[src/rtl/switch_debouncer_channel.sv]
// One debounced input: two-flop synchronizer, tick-gated stability counter,
// registered level and single-clock rise/fall pulses.
module debounce_channel #(
  parameter int STABLE_TICKS = 8,
  parameter int COUNT_BITS   = 4
) (
  input  logic clock,
  input  logic reset_n,
  input  logic tick_i,
  input  logic raw_i,
  output logic level_o,
  output logic rise_o,
  output logic fall_o
);

  localparam logic [COUNT_BITS-1:0] TERM_CNT = COUNT_BITS'(STABLE_TICKS - 1);

  logic                  meta_q;
  logic                  sync_q;
  logic                  level_q, level_d;
  logic                  rise_q, rise_d;
  logic                  fall_q, fall_d;
  logic [COUNT_BITS-1:0] cnt_q, cnt_d;

  always_ff @(posedge clock or negedge reset_n) begin
    if (!reset_n) begin
      meta_q  <= 1'b0;
      sync_q  <= 1'b0;
      level_q <= 1'b0;
      rise_q  <= 1'b0;
      fall_q  <= 1'b0;
      cnt_q   <= '0;
    end else begin
      meta_q  <= raw_i;
      sync_q  <= meta_q;
      level_q <= level_d;
      rise_q  <= rise_d;
      fall_q  <= fall_d;
      cnt_q   <= cnt_d;
    end
  end

  // Any return of sync to level discards the pending count, tick or not.
  always_comb begin
    cnt_d   = cnt_q;
    level_d = level_q;
    rise_d  = 1'b0;
    fall_d  = 1'b0;
    if (sync_q == level_q) begin
      cnt_d = '0;
    end else if (tick_i) begin
      if (cnt_q == TERM_CNT) begin
        level_d = sync_q;
        cnt_d   = '0;
        rise_d  = sync_q;
        fall_d  = ~sync_q;
      end else begin
        cnt_d = cnt_q + COUNT_BITS'(1);
      end
    end
  end

  assign level_o = level_q;
  assign rise_o  = rise_q;
  assign fall_o  = fall_q;

endmodule

[src/rtl/switch_debouncer.sv]
// Multi-channel switch debouncer; one independent debounce_channel per raw
// input, all sampled on the shared prescaler tick.
module switch_debouncer #(
  parameter int CHANNELS     = 4,
  parameter int STABLE_TICKS = 8,
  parameter int COUNT_BITS   = 4
) (
  input  logic                clock,
  input  logic                reset_n,
  input  logic                tick,
  input  logic [CHANNELS-1:0] raw,
  output logic [CHANNELS-1:0] level,
  output logic [CHANNELS-1:0] rise,
  output logic [CHANNELS-1:0] fall
);

  if (STABLE_TICKS < 1 || (2 ** COUNT_BITS) < STABLE_TICKS) begin : g_param_check
    $error("switch_debouncer: STABLE_TICKS must be >= 1 and fit in COUNT_BITS");
  end

  for (genvar g = 0; g < CHANNELS; g++) begin : g_ch
    debounce_channel #(
      .STABLE_TICKS(STABLE_TICKS),
      .COUNT_BITS  (COUNT_BITS)
    ) u_ch (
      .clock  (clock),
      .reset_n(reset_n),
      .tick_i (tick),
      .raw_i  (raw[g]),
      .level_o(level[g]),
      .rise_o (rise[g]),
      .fall_o (fall[g])
    );
  end

endmodule

[config.mk]
export PLATFORM = sky130hd
export DESIGN_NAME = switch_debouncer
export DESIGN_NICKNAME = d
export VERILOG_FILES = /design/src/rtl/switch_debouncer_channel.sv /design/src/rtl/switch_debouncer.sv
export SDC_FILE = /design/constraint.sdc
export NUM_CORES = 1
export LEC_CHECK = 0
export ABC_AREA = 1
export CAP_MARGIN = 15
export CORE_ASPECT_RATIO = 1.25
export CORE_MARGIN = 2
export CORE_UTILIZATION = 24
export DETAILED_ROUTE_END_ITERATION = 16
export SETUP_SLACK_MARGIN = 0.3
export SLEW_MARGIN = 30
export SYNTH_ARGS = -nofsm -noshare
export SYNTH_HDL_FRONTEND = slang
export SYNTH_SLANG_ARGS = --single-unit
export TNS_END_PERCENT = 30
[constraint.sdc]
create_clock -name clock -period 1.1 [get_ports clock]
set_clock_uncertainty 0.1 [all_clocks]
set_input_delay 0.22 -clock clock [delete_from_list [all_inputs] [get_ports clock]]
set_output_delay 0.22 -clock clock [all_outputs]
set_load 0.05 [all_outputs]
==> key figures <==
Synthesis
  – Leading area contributor after synthesis: dfrtp_1
  – #FFs+latches synth: 36
  – Gate Count Post-Synth: 204
  – Synth Warn #: 0
  – Top post-synthesis cells by area: dfrtp_1, nand2_1, inv_1, buf_4, nand3_1
  – Syn Std Cell Area: 1680 sq um
  – Synth top area share: 53.5%
  – Syn Area/Cell: 8.26 sq um
  – Sequential area share after synthesis: 53.5%
  – Post-Syn Nets: 215
  – Post-synth cell types: 16

Cells and area
  – Commonest non-fill, non-tap cells in the layout: nand2_1, dfrtp_1, inv_1
  – Reg area: 902 sq um
  – Area growth from synthesis to layout: 53.4%
  – Cell Count, Final, Fillers Out: 332
  – N_diodes: 0
  – Layout Nets: 253
  – Commonest non-fill, non-tap cell in the layout: nand2_1
  – Area of the multi-input gates: 798 sq um
  – Fill cells: 697
  – Share of cells above drive strength 1: 40.1%

Power
  – Comb power frac: 11.3%
  – Worst vdd ir: 670 uV
  – PD cells: 1050 nW/um^2
  – P_sw: 635 uW
  – Total power: 2700 uW
  – Switching Share: 23.5%
  – Clk network pwr share: 36.9%
  – Leakage: 0.00130 uW
  – Cell internal pwr: 2070 uW
  – Register share of total power: 51.8%

Detailed routing
  – Via count: 1406
  – Vias per inst: 4.23
  – DRT Wirelength: 3480 microns
  – DRT Pass-1 Iters: 4
  – Initial drt markers: 52
  – DRC: 0
  – DRT antenna net count: 0
  – Wire per inst: 10.5 microns

Critical path
  – Delay-heaviest family, CP: flip-flops
  – Req. time, crit path: 0.78 ns
  – Crit path depth: 2
  – Crit end category: primary output
  – Crit path max fanout: 2
  – Reg2Reg Depth: 6
  – CP max-delay cell: dfrtp_1
  – Crit path launch type: flip-flop
  – Worst path cell trace: buf_6 -> buf_12
  – Crit path DAT: 0.95 ns
  – Slowest cell delay on critical path: 0.40 ns
  – Worst path bufs/invs: 2
  – WS Path Type: reg -> out

GRT
  – Initial antenna violation count: 0
  – Vias in the first global route: 1371
  – Gr ovfl total: 0
  – First-pass GRT wire length: 5760 microns
  – Largest net degree at the start of global routing: 27
  – Global Route Usage Sum: 9.62%

CTS
  – CTS tree: built
  – Skew-Pair Late Insertion Delay: 0.29 ns
  – Worst-path clk slew: 0.07 ns
  – Root buf cell: clkbuf_8
  – CTS buffer count: 5
  – Clk sinks: 36
  – Clock Path Buffers: 2
  – Htree depth: 2

Floorplan
  – Die Area: 7710 sq um
  – Core ar.: 6890 sq um
  – I/O pin cnt: 19
  – Die H: 97.7 microns
  – Die X: 78.9 microns
  – # rows: 34
  – Starting Density: 24.4%

Worst hold path
  – HP Class: in -> async

Timing
  – Slew margin rel.: 82.1%
  – Period utilization: 116%
  – Fin crit period: 1.27 ns
  – RSZ-0062 raised after global routing: true
  – Fmax: 787 MHz
  – Fin worst setup slack: -0.171 ns
  – Worst Max-Slew Pin Slew: 0.268 ns
  – Fin. max-slew vios: 0
  – Final hold slack: -0.307 ns
  – Final hold viol count: 36
  – # setup viols final: 36

Place
  – Post-DP HPWL: 2230 microns
  – Dpl ws: -0.357 ns
  – GPL Wtd Cong: 0.771
  – Placed Cells incl. Taps: 313
  – Port bufs: 18

Flow run
  – Max_cap viols: 0

Status
  – Outcome: finished, violations left
  – Violated checks: hold timing, setup timing
[metal layers]
metal / part of all wire [%] / global-route usage [%]
met1: 39 / 9.79
met2: 54 / 17.0
met3: 4.4 / 3.72
met4: 2.1 / 4.51
met5: 0 / 0
[final timing paths]
| check | startpoint | endpoint | slack [ns] |
|---|---|---|---|
| max | g_ch[2].u_ch.level_o$_DFFE_PN0P_ | level[2] | -0.17 |
| min | reset_n | g_ch[1].u_ch.rise_o$_DFF_PN0_ | -0.31 |
| max reg2reg | g_ch[2].u_ch.cnt_q[0]$_DFFE_PN0P_ | g_ch[2].u_ch.fall_o$_DFF_PN0_ | -0.08 |
| min reg2reg | g_ch[2].u_ch.meta_q$_DFF_PN0_ | g_ch[2].u_ch.sync_q$_DFF_PN0_ | 0.25 |
| max in group asynchronous | reset_n | g_ch[3].u_ch.cnt_q[1]$_DFFE_PN0P_ | 0.78 |
| min in group clock | g_ch[2].u_ch.meta_q$_DFF_PN0_ | g_ch[2].u_ch.sync_q$_DFF_PN0_ | 0.25 |
[metrics by stage]
step                setup TNS (ns)  instance area [sq um]  util (%)
floorplan                   -0.159                   1700         -
global placement             -6.81                   2140      31.0
detailed placement           -7.24                   2140      31.0
CTS                          -1.74                   2470      35.9
global route                 -3.82                   2580      37.5
finish                       -1.85                   2580      37.5
[sequential cells by signal (all words and copies together), names as in the netlist]
| register | count |
|---|---|
| g_ch.u_ch.level_o | 4 |
| g_ch.u_ch.fall_o | 4 |
| g_ch.u_ch.cnt_q | 16 |
| g_ch.u_ch.rise_o | 4 |
| g_ch.u_ch.sync_q | 4 |
| g_ch.u_ch.meta_q | 4 |
[power groups by stage]
stage          sequential, uW  clock, uW  combinational (uW)
2_1_floorplan            1420          0                94.8
3_3_place_gp             1420          0                 217
3_5_place_dp             1420          0                 224
4_1_cts                  1400       1020                 282
5_1_grt                  1400       1080                 346
6_report                 1400        998                 307
[cells by family (layout without fill, tap and decap cells)]
logic type,count (synthesis),in the layout,synth area share (%)
compound gates,10,10,2.97
fa+ha+maj,4,4,2.97
buf+inv,39,77,11.9
flops,36,36,53.5
simple gates,115,115,28.7
[final cells by class]
| type | instances | share of cell area (%) |
|---|---|---|
| Clock buffer | 7 | 3.73 |
| Tap cell | 90 | 4.36 |
| Sequential cell | 36 | 34.9 |
| Timing Repair Buffer | 45 | 22.2 |
| Multi-Input combinational cell | 129 | 30.9 |
| Inverter | 25 | 3.92 |
[timing repair]
| item | 4_1_cts | 5_1_grt |
|---|---|---|
| hold endpoints to repair | 36 | 10 |
| setup buffers | 8 | 3 |
| gates resized for setup | 49 | 22 |
| pin swaps | 20 | 17 |
| gates cloned | 1 | 0 |
| endpoints found under the setup margin | 40 | 40 |
[cell usage after synthesis]
cell,n
a21oi_1,7
nand4_1,8
dfrtp_1,36
buf_4,12
nand3_1,15
buf_6,1
buf_2,1
nor2_2,1
nor3_1,1
nand3_2,1
o21ai_0,3
and3_1,1
ha_1,4
inv_1,25
nor2_1,11
nand2_1,77
No activity file was read; power rests on OpenSTA's default activity.
